$ cat config.mk
export PLATFORM = sky130hd
export DESIGN_NAME = imem_loader
export DESIGN_NICKNAME = d
export VERILOG_FILES = /design/src/rtl/imem_pkg.sv /design/src/rtl/imem_loader_byte_packer.sv /design/src/rtl/imem_loader.sv
export SDC_FILE = /design/constraint.sdc
export NUM_CORES = 1
export LEC_CHECK = 0
export CORE_AREA = 5 5 93 117
export CTS_BUF_LIST = sky130_fd_sc_hd__clkbuf_2 sky130_fd_sc_hd__clkbuf_4 sky130_fd_sc_hd__clkbuf_8
export DETAILED_ROUTE_END_ITERATION = 16
export DIE_AREA = 0 0 98 122
export DONT_BUFFER_PORTS = 1
export MAX_ROUTING_LAYER = met4
export PLACE_DENSITY = 0.81
export SLEW_MARGIN = 20
export SYNTH_ARGS = -nofsm -noshare
export SYNTH_HDL_FRONTEND = slang
export SYNTH_HIERARCHICAL = 1
export SYNTH_SLANG_ARGS = --single-unit
export TNS_END_PERCENT = 10
$ cat constraint.sdc
create_clock -name clk -period 5 [get_ports clk]
set_input_delay 1 -clock clk [delete_from_list [all_inputs] [get_ports clk]]
set_output_delay 1 -clock clk [all_outputs]
set_load 0.02 [all_outputs]
$ cat src/rtl/imem_pkg.sv
// Shared definitions for the instruction-memory boot loader: sizes, load states
// and the word-counter width helper.
package imem_pkg;

   localparam int IMEM_DEPTH_WORDS = 4096;
   localparam int IMEM_WORD_W      = 32;

   typedef enum logic [2:0] {
      ST_IDLE  = 3'd0,
      ST_LEN   = 3'd1,
      ST_DATA  = 3'd2,
      ST_WRITE = 3'd3,
      ST_FIN   = 3'd4,
      ST_FAIL  = 3'd5
   } load_state_t;

   // word_count must be able to hold DEPTH_WORDS itself, not just DEPTH_WORDS-1.
   function automatic int wc_width(input int depth_words);
      return $clog2(depth_words + 1);
   endfunction

endpackage

$ cat src/rtl/imem_loader_byte_packer.sv
// Little-endian 4-byte assembler. o_word/o_complete are valid in the cycle the
// fourth byte is presented, so the caller can latch the whole word on that edge.
module byte_packer
   import imem_pkg::*;
(
   input  logic                   clk,
   input  logic                   rst_n,
   input  logic                   i_clear,
   input  logic                   i_valid,
   input  logic [7:0]             i_byte,
   output logic [IMEM_WORD_W-1:0] o_word,
   output logic                   o_complete
);

   logic [1:0]  r_idx;
   logic [23:0] r_buf;

   always_ff @(posedge clk or negedge rst_n) begin
      if (!rst_n) begin
         r_idx <= '0;
         r_buf <= '0;
      end else if (i_clear) begin
         r_idx <= '0;
         r_buf <= '0;
      end else if (i_valid) begin
         case (r_idx)
            2'd0:    r_buf[7:0]   <= i_byte;
            2'd1:    r_buf[15:8]  <= i_byte;
            2'd2:    r_buf[23:16] <= i_byte;
            default: r_buf        <= r_buf;
         endcase
         r_idx <= r_idx + 2'd1;
      end
   end

   assign o_complete = i_valid && (r_idx == 2'd3);
   assign o_word     = {i_byte, r_buf};

endmodule

$ cat src/rtl/imem_loader.sv
// Boot-time instruction memory writer: takes a length-prefixed little-endian
// byte stream and writes 32-bit words at consecutive addresses, holding the core.
//
// state    | meaning
// ---------+-----------------------------------------------------------
// ST_IDLE  | waiting for start; done/err hold the last load's outcome
// ST_LEN   | collecting the 4-byte word count N
// ST_DATA  | collecting the 4 bytes of the next word
// ST_WRITE | wr_en high, address/data held until wr_ready
// ST_FIN   | load complete, done raised, core released
// ST_FAIL  | N exceeded memory depth, err raised, nothing written
module imem_loader
   import imem_pkg::*;
#(
   parameter int                ADDR_W      = 64,
   parameter int                DEPTH_WORDS = IMEM_DEPTH_WORDS,
   parameter logic [ADDR_W-1:0] BASE_ADDR   = '0,
   localparam int               WC_W        = wc_width(DEPTH_WORDS)
) (
   input  logic                   clk,
   input  logic                   rst_n,
   input  logic                   start,
   input  logic                   in_valid,
   input  logic [7:0]             in_data,
   output logic                   in_ready,
   output logic                   wr_en,
   output logic [ADDR_W-1:0]      wr_addr,
   output logic [IMEM_WORD_W-1:0] wr_data,
   input  logic                   wr_ready,
   output logic                   busy,
   output logic                   done,
   output logic                   err,
   output logic [WC_W-1:0]        word_count,
   output logic                   cpu_hold
);

   localparam logic [31:0] DEPTH32 = 32'(DEPTH_WORDS);

   load_state_t r_state;
   load_state_t w_next;

   logic [31:0]            r_len;
   logic [WC_W-1:0]        r_word_count;
   logic [IMEM_WORD_W-1:0] r_wr_data;
   logic                   r_in_ready;
   logic                   r_busy;
   logic                   r_done;
   logic                   r_err;
   logic                   r_cpu_hold;

   logic                   w_accept;
   logic                   w_start_ok;
   logic                   w_last_word;
   logic                   w_enter_fin;
   logic                   w_enter_fail;
   logic [IMEM_WORD_W-1:0] w_pack_word;
   logic                   w_pack_complete;

   assign w_accept     = in_valid && r_in_ready;
   assign w_start_ok   = (r_state == ST_IDLE) && start;
   assign w_last_word  = (32'(r_word_count) + 32'd1) == r_len;
   assign w_enter_fin  = (w_next == ST_FIN)  && (r_state != ST_FIN);
   assign w_enter_fail = (w_next == ST_FAIL) && (r_state != ST_FAIL);

   byte_packer u_packer (
      .clk        (clk),
      .rst_n      (rst_n),
      .i_clear    (w_start_ok),
      .i_valid    (w_accept),
      .i_byte     (in_data),
      .o_word     (w_pack_word),
      .o_complete (w_pack_complete)
   );

   always_ff @(posedge clk or negedge rst_n) begin
      if (!rst_n) begin
         r_state <= ST_IDLE;
      end else begin
         r_state <= w_next;
      end
   end

   always_comb begin
      w_next = r_state;
      unique case (r_state)
         ST_IDLE: begin
            if (start) w_next = ST_LEN;
         end
         ST_LEN: begin
            // Full 32-bit compare so large counts cannot alias into range.
            if (w_pack_complete) begin
               if (w_pack_word == '0)          w_next = ST_FIN;
               else if (w_pack_word > DEPTH32) w_next = ST_FAIL;
               else                            w_next = ST_DATA;
            end
         end
         ST_DATA: begin
            if (w_pack_complete) w_next = ST_WRITE;
         end
         ST_WRITE: begin
            if (wr_ready) w_next = w_last_word ? ST_FIN : ST_DATA;
         end
         ST_FIN:  w_next = ST_IDLE;
         ST_FAIL: w_next = ST_IDLE;
         default: w_next = ST_IDLE;
      endcase
   end

   always_ff @(posedge clk or negedge rst_n) begin
      if (!rst_n) begin
         r_in_ready   <= 1'b0;
         r_busy       <= 1'b0;
         r_done       <= 1'b0;
         r_err        <= 1'b0;
         r_cpu_hold   <= 1'b0;
         r_len        <= '0;
         r_word_count <= '0;
         r_wr_data    <= '0;
      end else begin
         r_in_ready <= (w_next == ST_LEN) || (w_next == ST_DATA);
         if (w_start_ok) begin
            r_done       <= 1'b0;
            r_err        <= 1'b0;
            r_busy       <= 1'b1;
            r_cpu_hold   <= 1'b1;
            r_len        <= '0;
            r_word_count <= '0;
         end
         if ((r_state == ST_LEN) && w_pack_complete) begin
            r_len <= w_pack_word;
         end
         if ((r_state == ST_DATA) && w_pack_complete) begin
            r_wr_data <= w_pack_word;
         end
         if ((r_state == ST_WRITE) && wr_ready) begin
            r_word_count <= r_word_count + WC_W'(1);
         end
         if (w_enter_fin) begin
            r_done     <= 1'b1;
            r_busy     <= 1'b0;
            r_cpu_hold <= 1'b0;
         end
         if (w_enter_fail) begin
            r_err      <= 1'b1;
            r_busy     <= 1'b0;
            r_cpu_hold <= 1'b0;
         end
      end
   end

   always_comb begin
      in_ready   = r_in_ready;
      wr_en      = (r_state == ST_WRITE);
      wr_addr    = BASE_ADDR + (ADDR_W'(r_word_count) << 2);
      wr_data    = r_wr_data;
      busy       = r_busy;
      done       = r_done;
      err        = r_err;
      word_count = r_word_count;
      cpu_hold   = r_cpu_hold;
   end

endmodule

==> reports/summary.txt <==
========================================================================================
Overall routed net length                                                       11800 um
Half-perimeter wire length after detailed placement                              8320 um
Clock transition at path regs                                                     100 ps
Sequential fraction of the synthesis area                                          48.8%
Multiplexer share of the synthesized area                                          11.0%
Total setup violations reported at the end of the flow                                 0
Clock sink count                                                                     110
Post-synthesis average cell area                                                11.1 um2
Buffers inserted during post-CTS setup optimization                                    0
Internal cell power                                                              1580 uW
Combinational share of power                                                       26.7%
Post-synthesis cell count                                                            506
# port buffers                                                                         0
Per-cell routed wire length                                                      19.4 um
Crit path capture type                                                              flop
Outcome                                                                     finished, final reports clean
Final slew viol count                                                                  0
Total iterations of the first detailed-routing run                                     4
Total power divided by cell area                                              455 mW/mm2
Post-layout nets                                                                     493
Pin count of the biggest net entering global routing                                 111
Vias per inst                                                                       5.80
Final number of hold-violating endpoints                                               0
Clock Skew                                                                       15.5 ps
Leakage                                                                       0.00273 uW
Maximum vdd drop                                                                0.250 mV
Vias in the first global route                                                      3525
Xor and xnor fraction of the mapped netlist area                                   2.64%
CP Buf/Inv Count                                                                       0
Die height                                                                        122 um
Yosys synthesis warning count                                                          6
Top cell type by total area after synthesis                                 sky130_fd_sc_hd__dfrtp_1
Delay-heaviest family, CP                                                   compound AO/OA/AOI/OAI gates
Dominant register cell in the synthesized netlist                           sky130_fd_sc_hd__dfrtp_1
DIE AREA                                                                      0.0120 mm2
Fraction of power consumed by the clock network                                    19.7%
Critical path class                                                         flop to flop
WL met3                                                                           871 um
TritonCTS buffer count                                                                 9
Worst rel slew slack                                                               50.0%
Synthesized-area fraction occupied by adder cells                                  1.11%
Uppermost signal routing layer after detailed routing                               met4
Number of rows in the core area                                                       41
Chip width                                                                         98 um
Number of antenna violations at the first check in global routing                      0
Cells on worst reg2reg path                                                            8
Multi-input combinational cell area                                          0.00240 mm2
Maximum level of the CTS H-tree                                                        3
WP data required                                                                 5310 ps
Max Clk Rate                                                                     366 MHz
Critical path startpoint category                                                   flop
Hold Buf Count CTS                                                                     0
Total number of vias                                                                3534
Net switching power of the design                                                 945 uW
Post-synthesis cell type count                                                        57
Register area                                                                0.00275 mm2
Number of remaining DRC errors                                                         0
Starting density of the core                                                       57.5%
I/O pin count                                                                        128
Total gr overflow                                                                      0
Share of the synthesized area in compound gates (AO/OA/AOI/OAI)                    11.5%
Violation count after the first detailed-route iteration                             202
Share of cells above drive strength 1                                              13.3%
Slack of the worst reg-to-reg path                                               2270 ps
Cell area after synthesis                                                    0.00564 mm2
Worst-Margin Slew                                                                 748 ps
Detailed-routing wirelength on met1                                              4810 um
Setup repair after global routing missed its margin                                false
Clock root buffer master                                                    sky130_fd_sc_hd__clkbuf_8
Clock network latency to the later pin of the worst-skew pair                     370 ps
Worst reg2reg path endpoint                                                          err
Largest family of logic cells by synthesized area                           simple AND/OR/NAND/NOR gates
Layout fillers                                                                       816
Global router's overall resource usage                                             20.8%
Most frequent cells after synthesis                                         sky130_fd_sc_hd__dfrtp_1, sky130_fd_sc_hd__buf_4, sky130_fd_sc_hd__nand2b_1
Most common cell in the netlist                                             sky130_fd_sc_hd__dfrtp_1
Final critical delay including setup and external delays                         2730 ps
Layout area overhead                                                              -1.53%
Share of the core filled with cells in the final layout                            56.7%
Final ANT Viol Nets                                                                    0
Max-capacitance violation count                                                        0
Delay of the slowest cell on the worst path                                       740 ps
CTS tree                                                                             yes
Post-cts gate resize count                                                             0
Critical-path cell with the highest stage delay                             sky130_fd_sc_hd__dfrtp_1
Worst EP arrival                                                                 3050 ps
Global-route wire length before repair                                          19100 um
Hold Path Class                                                             primary input to asynchronous set/reset pin
Worst path most repeated cell                                               sky130_fd_sc_hd__nor2_1
Count of state elements after synthesis                                              110
Number of antenna repair diodes                                                        0
Critical path peak fanout                                                              9
Switching power as a share of total power                                          37.4%
Last weighted congestion value of the routability-driven placer                    0.871
Portion of the clock cycle consumed by the worst path in the final layout          54.7%
Placeable Area                                                               0.00980 mm2
Relative contribution of sequential cells to total power                           53.6%
Longest Clk Path Bufs                                                                  2
Area fraction in and, or, nand and nor cells after synthesis                       12.8%
Share of the synthesized area in the top cell type                                 48.8%
Worst-path cell chain                                                       ha_1 > nand3_1 > nor2_1 > a41oi_1 > nor2_1 > o2111ai_2 > o21ai_2 > a22o_1
Setup TNS                                                                           0 ps
Post-synth EDFFs                                                                       0
Async set-reset flop share out of synthesis                                         100%
Met2 layer wire length in the routed design                                      5990 um
Most area-consuming cells after synthesis                                   sky130_fd_sc_hd__dfrtp_1, sky130_fd_sc_hd__buf_4, sky130_fd_sc_hd__mux2_2
Startpoint of the most critical register-to-register path                   word_count[0]
========================================================================================
==> layout by cell type (no fill, tap or decap), drive strengths merged, types with 2 or more instances in the layout <==
cell type  netlist  layout
dfrtp          110     110
conb             1      51
nand2b          38      38
a22o            34      34
mux2            32      32
mux2i           26      26
o21ai           21      21
nor2            18      18
nand2           18      18
nor4            13      13
nand3           13      13
xnor2           11      11
clkbuf          16      11
inv              7       8
a21oi            6       6
xor2             6       6
and3             5       5
ha               5       5
and2             5       5
nor3             4       4
clkinv           0       4
and4             3       3
o31ai            3       3
buf             79       3
nand4            3       3
a41oi            2       2
a21o             2       2
o21bai           2       2
o41ai            2       2
a311oi           2       2
nor3b            2       2
==> through the flow <==
stage               setup WS (ps)  hold slack [ps]  instance area (um2)  power [uW]  cells
finish                       2270              312                 5550        2530    609
global route                 2100              280                 5550        2680    609
CTS                          2260              293                 5550        2540    609
detailed placement           2020              486                 5360        2040    593
global placement             2110              483                 5360        2010    593
floorplan                    2270              466                 5830        1890    556
==> state kept, by name, summed over array words and instances, names as in the netlist <==
register and cells:
r_len 32, wr_data 32, u_packer/r_buf 24, word_count 13, r_state 3, u_packer/r_idx 2, cpu_hold 1, done 1
err 1, in_ready 1
==> layer usage <==
metal  global-route usage (%)  vias to the layer above
met2                     33.3                      131
met4                     6.32                        0
met3                     5.96                       15
li1                         -                     1609
met5                        -                        -
met1                     25.8                     1779
==> how the worst max path moves through the flow <==
stage               cells after the start     startpoint  slack [ps]     endpoint
floorplan                               8       in_valid        2270  wr_data[10]
global placement                        9       in_valid        2110     in_ready
detailed placement                      5       in_valid        2020     r_len[2]
CTS                                     8  word_count[0]        2260          err
global route                            8  word_count[0]        2100          err
finish                                  8  word_count[0]        2270          err
==> final cells by class <==
type | instances | share of cell area, %
clock inverters | 5 | 0.586
multi-input cells | 344 | 43.3
inverters | 7 | 0.473
clock buffers | 11 | 2.73
repair buffers | 3 | 0.406
flip-flops and latches | 110 | 49.6
well taps | 129 | 2.91
==> power groups by stage <==
stage / Combinational (uW) / Sequential, uW / Clock [uW]
final: 675 / 1350 / 497
after global routing: 745 / 1380 / 553
after CTS: 672 / 1350 / 511
after detailed placement: 669 / 1370 / 0
after global placement: 644 / 1360 / 0
after floorplan: 612 / 1280 / 0
==> logic make-up after synthesis <==
| family | count (synthesis) |
|---|---|
| buffers and inverters | 102 |
| AO/OA/AOI/OAI | 85 |
| multiplexers | 58 |
| AND/OR/NAND/NOR | 128 |
| other | 1 |
| XOR/XNOR | 17 |
| flip-flops | 110 |
| adder cells (fa/ha/maj) | 5 |
Power figures use the tool's default switching activity.
